### src/rtl/mem_access_unit_if.sv
// Request, data-bus and response signals of the MEM-stage access unit.
// The unit takes the slave view; pipeline and bus together take the master view.
interface mem_access_unit_if #(
  parameter int ADDR_W = 32,
  parameter int DATA_W = 32
);
  logic              req_valid;
  logic              req_ready;
  logic              req_write;
  logic              req_sig;
  logic [1:0]        req_msize;
  logic [ADDR_W-1:0] req_addr;
  logic [DATA_W-1:0] req_wdata;

  logic              dreq_valid;
  logic              dreq_write;
  logic [ADDR_W-1:0] dreq_addr;
  logic [3:0]        dreq_strobe;
  logic [DATA_W-1:0] dreq_data;

  logic              dresp_addr_ok;
  logic              dresp_data_ok;
  logic [DATA_W-1:0] dresp_data;

  logic              resp_valid;
  logic [DATA_W-1:0] resp_rdata;
  logic              resp_exc;
  logic [4:0]        resp_exccode;

  modport slave (
    input  req_valid, req_write, req_sig,
    input  req_msize, req_addr, req_wdata,
    output req_ready,
    output dreq_valid, dreq_write, dreq_addr,
    output dreq_strobe, dreq_data,
    input  dresp_addr_ok, dresp_data_ok,
    input  dresp_data,
    output resp_valid, resp_rdata,
    output resp_exc, resp_exccode
  );

  modport master (
    output req_valid, req_write, req_sig,
    output req_msize, req_addr, req_wdata,
    input  req_ready,
    input  dreq_valid, dreq_write, dreq_addr,
    input  dreq_strobe, dreq_data,
    output dresp_addr_ok, dresp_data_ok,
    output dresp_data,
    input  resp_valid, resp_rdata,
    input  resp_exc, resp_exccode
  );
endinterface

### src/rtl/mem_access_unit.sv
// MEM-stage access unit: alignment check, byte-strobed bus
// transaction, and extended load result, one request at a time.
module mem_access_unit #(
  parameter int ADDR_W = 32,
  parameter int DATA_W = 32
) (
  input logic              clk,
  input logic              reset,
  mem_access_unit_if.slave bus
);
  localparam logic [1:0] S_IDLE = 2'd0;
  localparam logic [1:0] S_ADDR = 2'd1;
  localparam logic [1:0] S_DATA = 2'd2;
  localparam logic [1:0] S_RESP = 2'd3;

  localparam logic [4:0] ADEL = 5'd4;
  localparam logic [4:0] ADES = 5'd5;

  logic [1:0]        state;
  logic              wr_q;
  logic              sig_q;
  logic [1:0]        msize_q;
  logic [ADDR_W-1:0] addr_q;
  logic [DATA_W-1:0] wdata_q;
  logic [DATA_W-1:0] rdata_q;
  logic              exc_q;
  logic [4:0]        code_q;

  logic [1:0]        off;
  logic              is_b;
  logic              is_h;
  logic [3:0]        strobe;
  logic [DATA_W-1:0] lanes;
  logic [DATA_W-1:0] shifted;
  logic [DATA_W-1:0] ld;
  logic [DATA_W-1:0] cap;
  logic              mis;

  assign off  = addr_q[1:0];
  assign is_b = msize_q == 2'd0;
  assign is_h = msize_q == 2'd1;

  always_comb begin
    strobe = 4'b1111;
    unique case (1'b1)
      is_b:    strobe = 4'b0001 << off;
      is_h:    strobe = 4'b0011 << {off[1], 1'b0};
      default: strobe = 4'b1111;
    endcase
  end

  always_comb begin
    lanes = wdata_q;
    unique case (1'b1)
      is_b:    lanes = {4{wdata_q[7:0]}};
      is_h:    lanes = {2{wdata_q[15:0]}};
      default: lanes = wdata_q;
    endcase
  end

  assign shifted = bus.dresp_data >> {off, 3'b000};

  always_comb begin
    ld = shifted;
    unique case (1'b1)
      is_b:    ld = {{24{sig_q & shifted[7]}},
                     shifted[7:0]};
      is_h:    ld = {{16{sig_q & shifted[15]}},
                     shifted[15:0]};
      default: ld = shifted;
    endcase
  end

  assign cap = wr_q ? '0 : ld;

  // msize 3 decodes as a word access
  assign mis = (bus.req_msize == 2'd1 && bus.req_addr[0])
            || (bus.req_msize[1] && |bus.req_addr[1:0]);

  assign bus.req_ready    = state == S_IDLE;
  assign bus.dreq_valid   = state == S_ADDR;
  assign bus.dreq_write   = wr_q;
  assign bus.dreq_addr    = {addr_q[ADDR_W-1:2], 2'b00};
  assign bus.dreq_strobe  = wr_q ? strobe : 4'b0000;
  assign bus.dreq_data    = lanes;
  assign bus.resp_valid   = state == S_RESP;
  assign bus.resp_rdata   = rdata_q;
  assign bus.resp_exc     = exc_q;
  assign bus.resp_exccode = code_q;

  always_ff @(posedge clk or posedge reset) begin
    if (reset) begin
      state   <= S_IDLE;
      wr_q    <= 1'b0;
      sig_q   <= 1'b0;
      msize_q <= 2'd0;
      addr_q  <= '0;
      wdata_q <= '0;
      rdata_q <= '0;
      exc_q   <= 1'b0;
      code_q  <= 5'd0;
    end else begin
      unique case (state)
        S_IDLE: begin
          if (bus.req_valid) begin
            wr_q    <= bus.req_write;
            sig_q   <= bus.req_sig;
            msize_q <= bus.req_msize;
            addr_q  <= bus.req_addr;
            wdata_q <= bus.req_wdata;
            rdata_q <= '0;
            exc_q   <= mis;
            code_q  <= !mis ? 5'd0
                     : bus.req_write ? ADES : ADEL;
            state   <= mis ? S_RESP : S_ADDR;
          end
        end
        S_ADDR: begin
          if (bus.dresp_addr_ok) begin
            if (bus.dresp_data_ok) begin
              rdata_q <= cap;
              state   <= S_RESP;
            end else begin
              state   <= S_DATA;
            end
          end
        end
        S_DATA: begin
          if (bus.dresp_data_ok) begin
            rdata_q <= cap;
            state   <= S_RESP;
          end
        end
        S_RESP:  state <= S_IDLE;
        default: state <= S_IDLE;
      endcase
    end
  end
endmodule

### src/flat_wrapper.sv
// flat-port wrapper written by rule: the top's interface ports become plain ports
module mem_access_unit_flat 
#(
  parameter int ADDR_W = 32,
  parameter int DATA_W = 32
)
  (clk, reset, bus_req_valid, bus_req_write, bus_req_sig, bus_req_msize, bus_req_addr, bus_req_wdata, bus_req_ready, bus_dreq_valid, bus_dreq_write, bus_dreq_addr, bus_dreq_strobe, bus_dreq_data, bus_dresp_addr_ok, bus_dresp_data_ok, bus_dresp_data, bus_resp_valid, bus_resp_rdata, bus_resp_exc, bus_resp_exccode);
  mem_access_unit_if #(.ADDR_W(ADDR_W), .DATA_W(DATA_W)) bus_i ();
  input logic clk;
  input logic reset;
  input wire logic [$bits(bus_i.req_valid)-1:0] bus_req_valid;
  input wire logic [$bits(bus_i.req_write)-1:0] bus_req_write;
  input wire logic [$bits(bus_i.req_sig)-1:0] bus_req_sig;
  input wire logic [$bits(bus_i.req_msize)-1:0] bus_req_msize;
  input wire logic [$bits(bus_i.req_addr)-1:0] bus_req_addr;
  input wire logic [$bits(bus_i.req_wdata)-1:0] bus_req_wdata;
  output wire logic [$bits(bus_i.req_ready)-1:0] bus_req_ready;
  output wire logic [$bits(bus_i.dreq_valid)-1:0] bus_dreq_valid;
  output wire logic [$bits(bus_i.dreq_write)-1:0] bus_dreq_write;
  output wire logic [$bits(bus_i.dreq_addr)-1:0] bus_dreq_addr;
  output wire logic [$bits(bus_i.dreq_strobe)-1:0] bus_dreq_strobe;
  output wire logic [$bits(bus_i.dreq_data)-1:0] bus_dreq_data;
  input wire logic [$bits(bus_i.dresp_addr_ok)-1:0] bus_dresp_addr_ok;
  input wire logic [$bits(bus_i.dresp_data_ok)-1:0] bus_dresp_data_ok;
  input wire logic [$bits(bus_i.dresp_data)-1:0] bus_dresp_data;
  output wire logic [$bits(bus_i.resp_valid)-1:0] bus_resp_valid;
  output wire logic [$bits(bus_i.resp_rdata)-1:0] bus_resp_rdata;
  output wire logic [$bits(bus_i.resp_exc)-1:0] bus_resp_exc;
  output wire logic [$bits(bus_i.resp_exccode)-1:0] bus_resp_exccode;
  assign bus_i.req_valid = bus_req_valid;
  assign bus_i.req_write = bus_req_write;
  assign bus_i.req_sig = bus_req_sig;
  assign bus_i.req_msize = bus_req_msize;
  assign bus_i.req_addr = bus_req_addr;
  assign bus_i.req_wdata = bus_req_wdata;
  assign bus_req_ready = bus_i.req_ready;
  assign bus_dreq_valid = bus_i.dreq_valid;
  assign bus_dreq_write = bus_i.dreq_write;
  assign bus_dreq_addr = bus_i.dreq_addr;
  assign bus_dreq_strobe = bus_i.dreq_strobe;
  assign bus_dreq_data = bus_i.dreq_data;
  assign bus_i.dresp_addr_ok = bus_dresp_addr_ok;
  assign bus_i.dresp_data_ok = bus_dresp_data_ok;
  assign bus_i.dresp_data = bus_dresp_data;
  assign bus_resp_valid = bus_i.resp_valid;
  assign bus_resp_rdata = bus_i.resp_rdata;
  assign bus_resp_exc = bus_i.resp_exc;
  assign bus_resp_exccode = bus_i.resp_exccode;
  mem_access_unit #(.ADDR_W(ADDR_W), .DATA_W(DATA_W)) u_core (.clk(clk), .reset(reset), .bus(bus_i));
endmodule
### config.mk
export PLATFORM = sky130hd
export DESIGN_NAME = mem_access_unit_flat
export DESIGN_NICKNAME = d
export VERILOG_FILES = /design/src/rtl/mem_access_unit_if.sv /design/src/rtl/mem_access_unit.sv /design/src/flat_wrapper.sv
export SDC_FILE = /design/constraint.sdc
export NUM_CORES = 1
export LEC_CHECK = 0
export ABC_AREA = 1
export BUFFER_PORTS_ARGS = -buffer_cell sky130_fd_sc_hd__clkbuf_2
export CAP_MARGIN = 15
export CORE_ASPECT_RATIO = 0.5
export CORE_MARGIN = 3
export CORE_UTILIZATION = 24
export CTS_CLUSTER_DIAMETER = 60
export DETAILED_ROUTE_END_ITERATION = 16
export SYNTH_ARGS = -nofsm -noshare
export SYNTH_HDL_FRONTEND = slang
export SYNTH_SLANG_ARGS = --single-unit
### constraint.sdc
create_clock -name clk -period 2.96 [get_ports clk]
set_clock_uncertainty 0.2 [all_clocks]
set_input_delay 0.296 -clock clk [delete_from_list [all_inputs] [get_ports clk]]
set_output_delay 0.296 -clock clk [all_outputs]
set_load 0.02 [all_outputs]
==> flow_metrics.env, run 1 <==
export IMPL_final_core_util_pct=34.0
export IMPL_h_tree_depth=3
export IMPL_post_route_period_util_pct=85.1
export IMPL_path_clk_slew_ns=0.07
export IMPL_die_h_um=113
export IMPL_fin_crit_ns=2.52
export IMPL_rsz0062_at_grt="no"
export IMPL_synth_area_per_cell_sq_um=7.42
export IMPL_relSlewSlack_pct=38.7
export IMPL_power_density_nw_per_um2=1060
export IMPL_crit_type="reg2out"
export IMPL_finalMaxSlewViolations=0
export IMPL_viasPerCell=4.24
export IMPL_fin_tns_setup_ns=0
export IMPL_drtIter0Drc=389
export IMPL_place_hpwl_um=13900
export IMPL_timing_fmax_mhz=397
export IMPL_synth_seq_cells=104
export IMPL_insertion_delay_ns=0.35
export IMPL_drive_gt1_share_pct=27.4
export IMPL_worstSetupEndpointType="primary output"
export IMPL_cts_resized=0
export IMPL_dieArea_sq_um=25000
export IMPL_io_pins=215
export IMPL_critPathMaxFanout=11
export IMPL_final_nets=1077
export IMPL_wl_per_cell_um=14.9
export IMPL_clock_sinks=104
export IMPL_grt_start_max_net_pins=56
export IMPL_worst_pin_slew_ns=0.918
export IMPL_cp_start_kind="register"
export IMPL_core_sq_um=22200
export IMPL_grt_pass1_vias=5588
export IMPL_leakage_nw=4.28
export IMPL_drcViolationCount=0
export IMPL_finalHoldViolCount=0
export IMPL_initial_utilization_pct=25.0
export IMPL_design_area_sq_um=7530
export IMPL_status="completed"
export IMPL_portBuffers=209
export IMPL_rows=38
export IMPL_ys_warn_count=0
export IMPL_vias=5390
export IMPL_antenna_found_initial=0
export IMPL_die_w_um=221
export IMPL_syn_instance_count=746
export IMPL_grt_pass1_wl_um=29400
export IMPL_grt_use_total_pct=14.9
export IMPL_cts_buffers=9
export IMPL_antenna_cells=0
export IMPL_clockBufferDepth=2
export IMPL_setup_viol=0
export IMPL_routed_wl_um=18900
export IMPL_clockRootBuffer="clkbuf_16"
export IMPL_placedInstanceArea_sq_um=6560
export IMPL_yosys_cell_types_count=28
export IMPL_required_ns=2.46
export IMPL_drv_cap=0
export IMPL_hold_class="in2reg"
export IMPL_ir_drop_uv=345
export IMPL_antenna_left=0
export IMPL_synth_seq_area_share_pct=47.0
export IMPL_grt_overflow_total=0
export IMPL_drt_pass1_iter_count=5
export IMPL_synthToLayoutAreaGrowth_pct=36.0
export IMPL_cts_tree="done"
export IMPL_syn_area_sq_um=5540
export IMPL_worstPathArrival_ns=2.02
export IMPL_place_gp_congestion=0.830
-- per-layer routing --
layer	GRT usage (%)	routed length, um
met5	0	0
met1	18.1	8120
met4	5.11	522
met2	26.1	9480
met3	3.67	812
-- layout by cell type (no fill, tap or decap), drive strengths merged --
cell type and instances:
nand2 371, clkbuf 218, dfrtp 104, dlygate4sd3 68, inv 60, o21ai 53, nor2 28, nand3 18
a21oi 17, buf 9, o221ai 7, ha 5, conb 5, a22oi 3, clkinvlp 2, o211ai 1
o21bai 1, or2 1, clkinv 1
-- metrics by stage --
step                worst slack [ns]  hold WS, ns  std cells  power (mW)
floorplan                       1.11        0.206        750        5.74
global placement               0.723        0.254       1188        6.72
detailed placement             0.656        0.266       1188        6.81
CTS                            0.413      0.00659       1272        8.09
global route                   0.281       0.0199       1272        8.65
finish                         0.441       0.0133       1272        8.00
-- path summary, 6_finish.rpt --
kind / start / endpoint / slack, ns / depth (start not counted)
max reg2reg: u_core.state[0]$_DFFE_PP0P_ / u_core.bus.resp_rdata[25]$_DFFE_PP0P_ / 0.67 / 7
min reg2reg: u_core.bus.resp_rdata[26]$_DFFE_PP0P_ / u_core.bus.resp_rdata[26]$_DFFE_PP0P_ / 0.28 / 2
min in group asynchronous: reset / u_core.state[1]$_DFFE_PP0P_ / 0.40 / 3
min: bus_req_addr[1] / u_core.addr_q[1]$_DFFE_PP0P_ / 0.01 / 3
max: u_core.msize_q[1]$_DFFE_PP0P_ / bus_dreq_strobe[1] / 0.44 / 6
max in group asynchronous: reset / u_core.wdata_q[10]$_DFFE_PP0P_ / 1.49 / 4
-- where the power goes --
group | internal [mW] | switching (mW)
clock network | 0.591 | 0.589
registers | 1.99 | 0.375
logic | 1.35 | 3.10
total | 3.93 | 4.06
-- worst max-delay path, cell delays in order, from the launching register on --
cell,delay (ns)
dfrtp_1,0.57
buf_4,0.26
inv_2,0.05
nand2_1,0.31
o21ai_0,0.18
nor2_1,0.12
clkbuf_2,0.17
-- cells in the mapped netlist --
| master | instances | area, sq um |
|---|---|---|
| nor2_1 | 24 | 90.1 |
| nand2_4 | 1 | 11.3 |
| or2_2 | 1 | 6.26 |
| buf_6 | 1 | 11.3 |
| clkbuf_1 | 12 | 45.0 |
| nand3_2 | 2 | 20.0 |
| dfrtp_1 | 104 | 2600 |
| nand2_2 | 15 | 93.8 |
| ha_1 | 5 | 62.6 |
| buf_2 | 16 | 80.1 |
| inv_1 | 51 | 191 |
| nor2_4 | 3 | 33.8 |
| buf_1 | 3 | 11.3 |
| nand3_1 | 15 | 75.1 |
| buf_4 | 47 | 353 |
| nand3_4 | 1 | 17.5 |
| a22oi_1 | 3 | 22.5 |
| inv_2 | 5 | 18.8 |
| o211ai_1 | 1 | 7.51 |
| o21ai_1 | 2 | 10.0 |
| o21bai_1 | 1 | 7.51 |
| a21oi_1 | 17 | 85.1 |
| conb_1 | 1 | 3.75 |
| nand2_1 | 355 | 1330 |
| buf_12 | 1 | 20.0 |
| o21ai_0 | 51 | 255 |
| nor2_2 | 1 | 6.26 |
| o221ai_1 | 7 | 61.3 |
-- state kept, by name, summed over array words and instances, names as in the netlist --
signal / cells
u_core.bus.resp_rdata: 32
u_core.wdata_q: 32
u_core.bus.dreq_write: 1
u_core.bus.resp_exccode: 1
u_core.state: 2
u_core.addr_q: 32
u_core.msize_q: 2
u_core.sig_q: 1
u_core.bus.resp_exc: 1
-- cells by family after synthesis --
family	Yosys count	synth area share (%)
AO/OA/AOI/OAI	82	8.11
adder cells (fa/ha/maj)	5	1.13
flip-flops	104	47.0
AND/OR/NAND/NOR	418	30.5
buffers and inverters	136	13.2
other	1	0.0677
-- what timing repair did --
item                                   4_1_cts  5_1_grt
setup buffers                                0        0
endpoints found under the hold margin       97        0
setup endpoints to repair                    0        0
hold buffers                                68        0
-- layout make-up --
class | count | area [sq um]
multi-input combinational | 510 | 2220
inverter | 56 | 214
clock buffer | 9 | 225
fill | 2373 | 14600
timing repair buffer | 286 | 1830
tap | 300 | 375
sequential | 104 | 2600
clock inverter | 7 | 61.3
(Power assumes the default switching activity.)
==> run 2: changes to the inputs <==
--- a/config.mk
+++ b/config.mk
@@ -13,6 +13,7 @@
 export CORE_UTILIZATION = 24
 export CTS_CLUSTER_DIAMETER = 60
 export DETAILED_ROUTE_END_ITERATION = 16
+export MAX_ROUTING_LAYER = met4
 export SYNTH_ARGS = -nofsm -noshare
 export SYNTH_HDL_FRONTEND = slang
 export SYNTH_SLANG_ARGS = --single-unit
==> flow_metrics.env, run 2 (same netlist as run 1, synthesis figures left out) <==
export IMPL_status="completed"
export IMPL_rsz0062_at_grt="no"
export IMPL_drcViolationCount=0
export IMPL_leakage_nw=4.29
export IMPL_seq_power_share_pct=29.1
export IMPL_drt_pass1_iter_count=6
export IMPL_final_nets=1075
export IMPL_die_h_um=113
export IMPL_p_int_mw=4.10
export IMPL_path_clk_slew_ns=0.07
export IMPL_slowest_stage="dfrtp_1"
export IMPL_cp_start_kind="register"
export IMPL_core_sq_um=22200
export IMPL_dieArea_sq_um=25000
export IMPL_required_ns=2.46
export IMPL_p_clk_share_pct=16.3
export IMPL_finalHoldViolCount=0
export IMPL_vias=5375
export IMPL_antenna_left=0
export IMPL_layout_cells_non_filler=1270
export IMPL_place_hpwl_um=13800
export IMPL_clock_sinks=104
export IMPL_drtIter0Drc=349
export IMPL_drv_cap=0
export IMPL_timing_fmax_mhz=398
export IMPL_grt_overflow_total=0
export IMPL_portBuffers=209
export IMPL_power_density_nw_per_um2=1080
export IMPL_grt_pass1_vias=5556
export IMPL_multi_input_area_sq_um=2220
export IMPL_cp_cell_sequence="buf_4 > inv_2 > nand2_1 > o21ai_0 > nor2_1 > clkbuf_2"
export IMPL_cts_buffers=9
export IMPL_routed_wl_um=18800
export IMPL_clockBufferDepth=2
export IMPL_insertion_delay_ns=0.35
export IMPL_worst_pin_slew_ns=0.899
export IMPL_critPathMaxFanout=11
export IMPL_cts_setup_buffers=0
export IMPL_fin_crit_ns=2.51
export IMPL_wl_per_cell_um=14.8
export IMPL_clockRootBuffer="clkbuf_16"
export IMPL_finalMaxSlewViolations=0
export IMPL_place_gp_congestion=0.827
export IMPL_crit_type="reg2out"
export IMPL_cts_tree="done"
export IMPL_synthToLayoutAreaGrowth_pct=36.2
export IMPL_ir_drop_uv=326
export IMPL_h_tree_depth=3
export IMPL_place_inst=1188
export IMPL_drive_gt1_share_pct=27.4
export IMPL_whs_ns=0.0137
export IMPL_grt_start_max_net_pins=56
export IMPL_netSwitchingFraction_pct=49.4
export IMPL_die_w_um=221
export IMPL_viasPerCell=4.23
export IMPL_hold_class="in2reg"
export IMPL_fin_tns_setup_ns=0
export IMPL_cp_slowest_stage_delay_ns=0.57
export IMPL_nFillCells=2398
export IMPL_layout_commonest_cell="nand2_1"
export IMPL_seq_area_sq_um=2600
export IMPL_grt_use_total_pct=15.4
export IMPL_grt_pass1_wl_um=29400
export IMPL_post_route_period_util_pct=84.8
export IMPL_layout_common_cells="354 x nand2_1, 209 x clkbuf_2, 104 x dfrtp_1"
export IMPL_setup_viol=0
export IMPL_io_pins=215
export IMPL_p_comb_share_pct=54.5
export IMPL_rows=38
export IMPL_initial_utilization_pct=25.0
export IMPL_antenna_cells=0
export IMPL_worstPathArrival_ns=2.01
export IMPL_worstSetupEndpointType="primary output"
export IMPL_switching_power_mw=4.01
export IMPL_relSlewSlack_pct=40.0
export IMPL_antenna_found_initial=0
[run 2: changes by cell type in the layout (fill, tap and decap cells not counted), sizes merged]
cell | previous run | this run
clkinv | 1 | 3
dlygate4sd3 | 68 | 66
bufinv | 0 | 2
inv | 60 | 56
clkinvlp | 2 | 1
clkbuf | 218 | 219
[run 2: layout make-up]
| class | instances | area share [%] |
|---|---|---|
| Clock buffer | 10 | 3.17 |
| Timing Repair Buffer | 284 | 23.9 |
| Clock inverter | 6 | 1.21 |
| Inverter | 56 | 2.84 |
| Sequential cell | 104 | 34.5 |
| Multi-Input combinational cell | 510 | 29.4 |
| Tap cell | 300 | 4.98 |
[run 2: power groups by stage]
stage	Sequential, mW	Combinational [mW]	Clock, mW
finish	2.36	4.42	1.32
global placement	2.37	4.34	0
CTS	2.36	4.49	1.36
floorplan	2.40	3.35	0
global route	2.44	4.92	1.43
detailed placement	2.38	4.41	0
[run 2: worst paths after layout]
path                                                       start                                    end  slack, ns  cells after the start
max                                u_core.msize_q[1]$_DFFE_PP0P_                     bus_dreq_strobe[1]       0.45                      6
min                                              bus_req_addr[0]           u_core.addr_q[0]$_DFFE_PP0P_       0.01                      3
max reg2reg                          u_core.state[0]$_DFFE_PP0P_  u_core.bus.resp_rdata[28]$_DFFE_PP0P_       0.63                      7
min reg2reg                u_core.bus.resp_rdata[30]$_DFFE_PP0P_  u_core.bus.resp_rdata[30]$_DFFE_PP0P_       0.28                      2
max in group asynchronous                                  reset           u_core.addr_q[3]$_DFFE_PP0P_       1.47                      4
min in group asynchronous                                  reset            u_core.state[1]$_DFFE_PP0P_       0.42                      3
[run 2: metrics by stage]
step / power, mW / setup WS [ns] / instance area, sq um / util [%]
floorplan: 5.74 / 1.11 / 5550 / -
CTS: 8.22 / 0.425 / 7540 / 34.0
global placement: 6.72 / 0.747 / 6550 / 29.6
global route: 8.79 / 0.286 / 7540 / 34.0
detailed placement: 6.80 / 0.567 / 6550 / 29.6
finish: 8.11 / 0.450 / 7540 / 34.0
[run 2: worst max-delay path: cells and delay by family (launching register included)]
kind	cells	cell delay, ns
simple gates	2	0.43
flops	1	0.57
compound gates	1	0.18
buf+inv	3	0.48
[run 2: routing by layer]
layer | GRT usage, % | vias up | routed length (um)
met4 | 5.24 | 0 | 497
li1 | - | 2671 | -
met2 | 26.4 | 116 | 9520
met3 | 3.11 | 32 | 741
met5 | - | - | 0
met1 | 18.3 | 2556 | 8040
[run 2: timing repair]
action	in CTS	in global routing
gates resized for setup	0	0
hold buffers	66	0
hold endpoints to repair	96	0
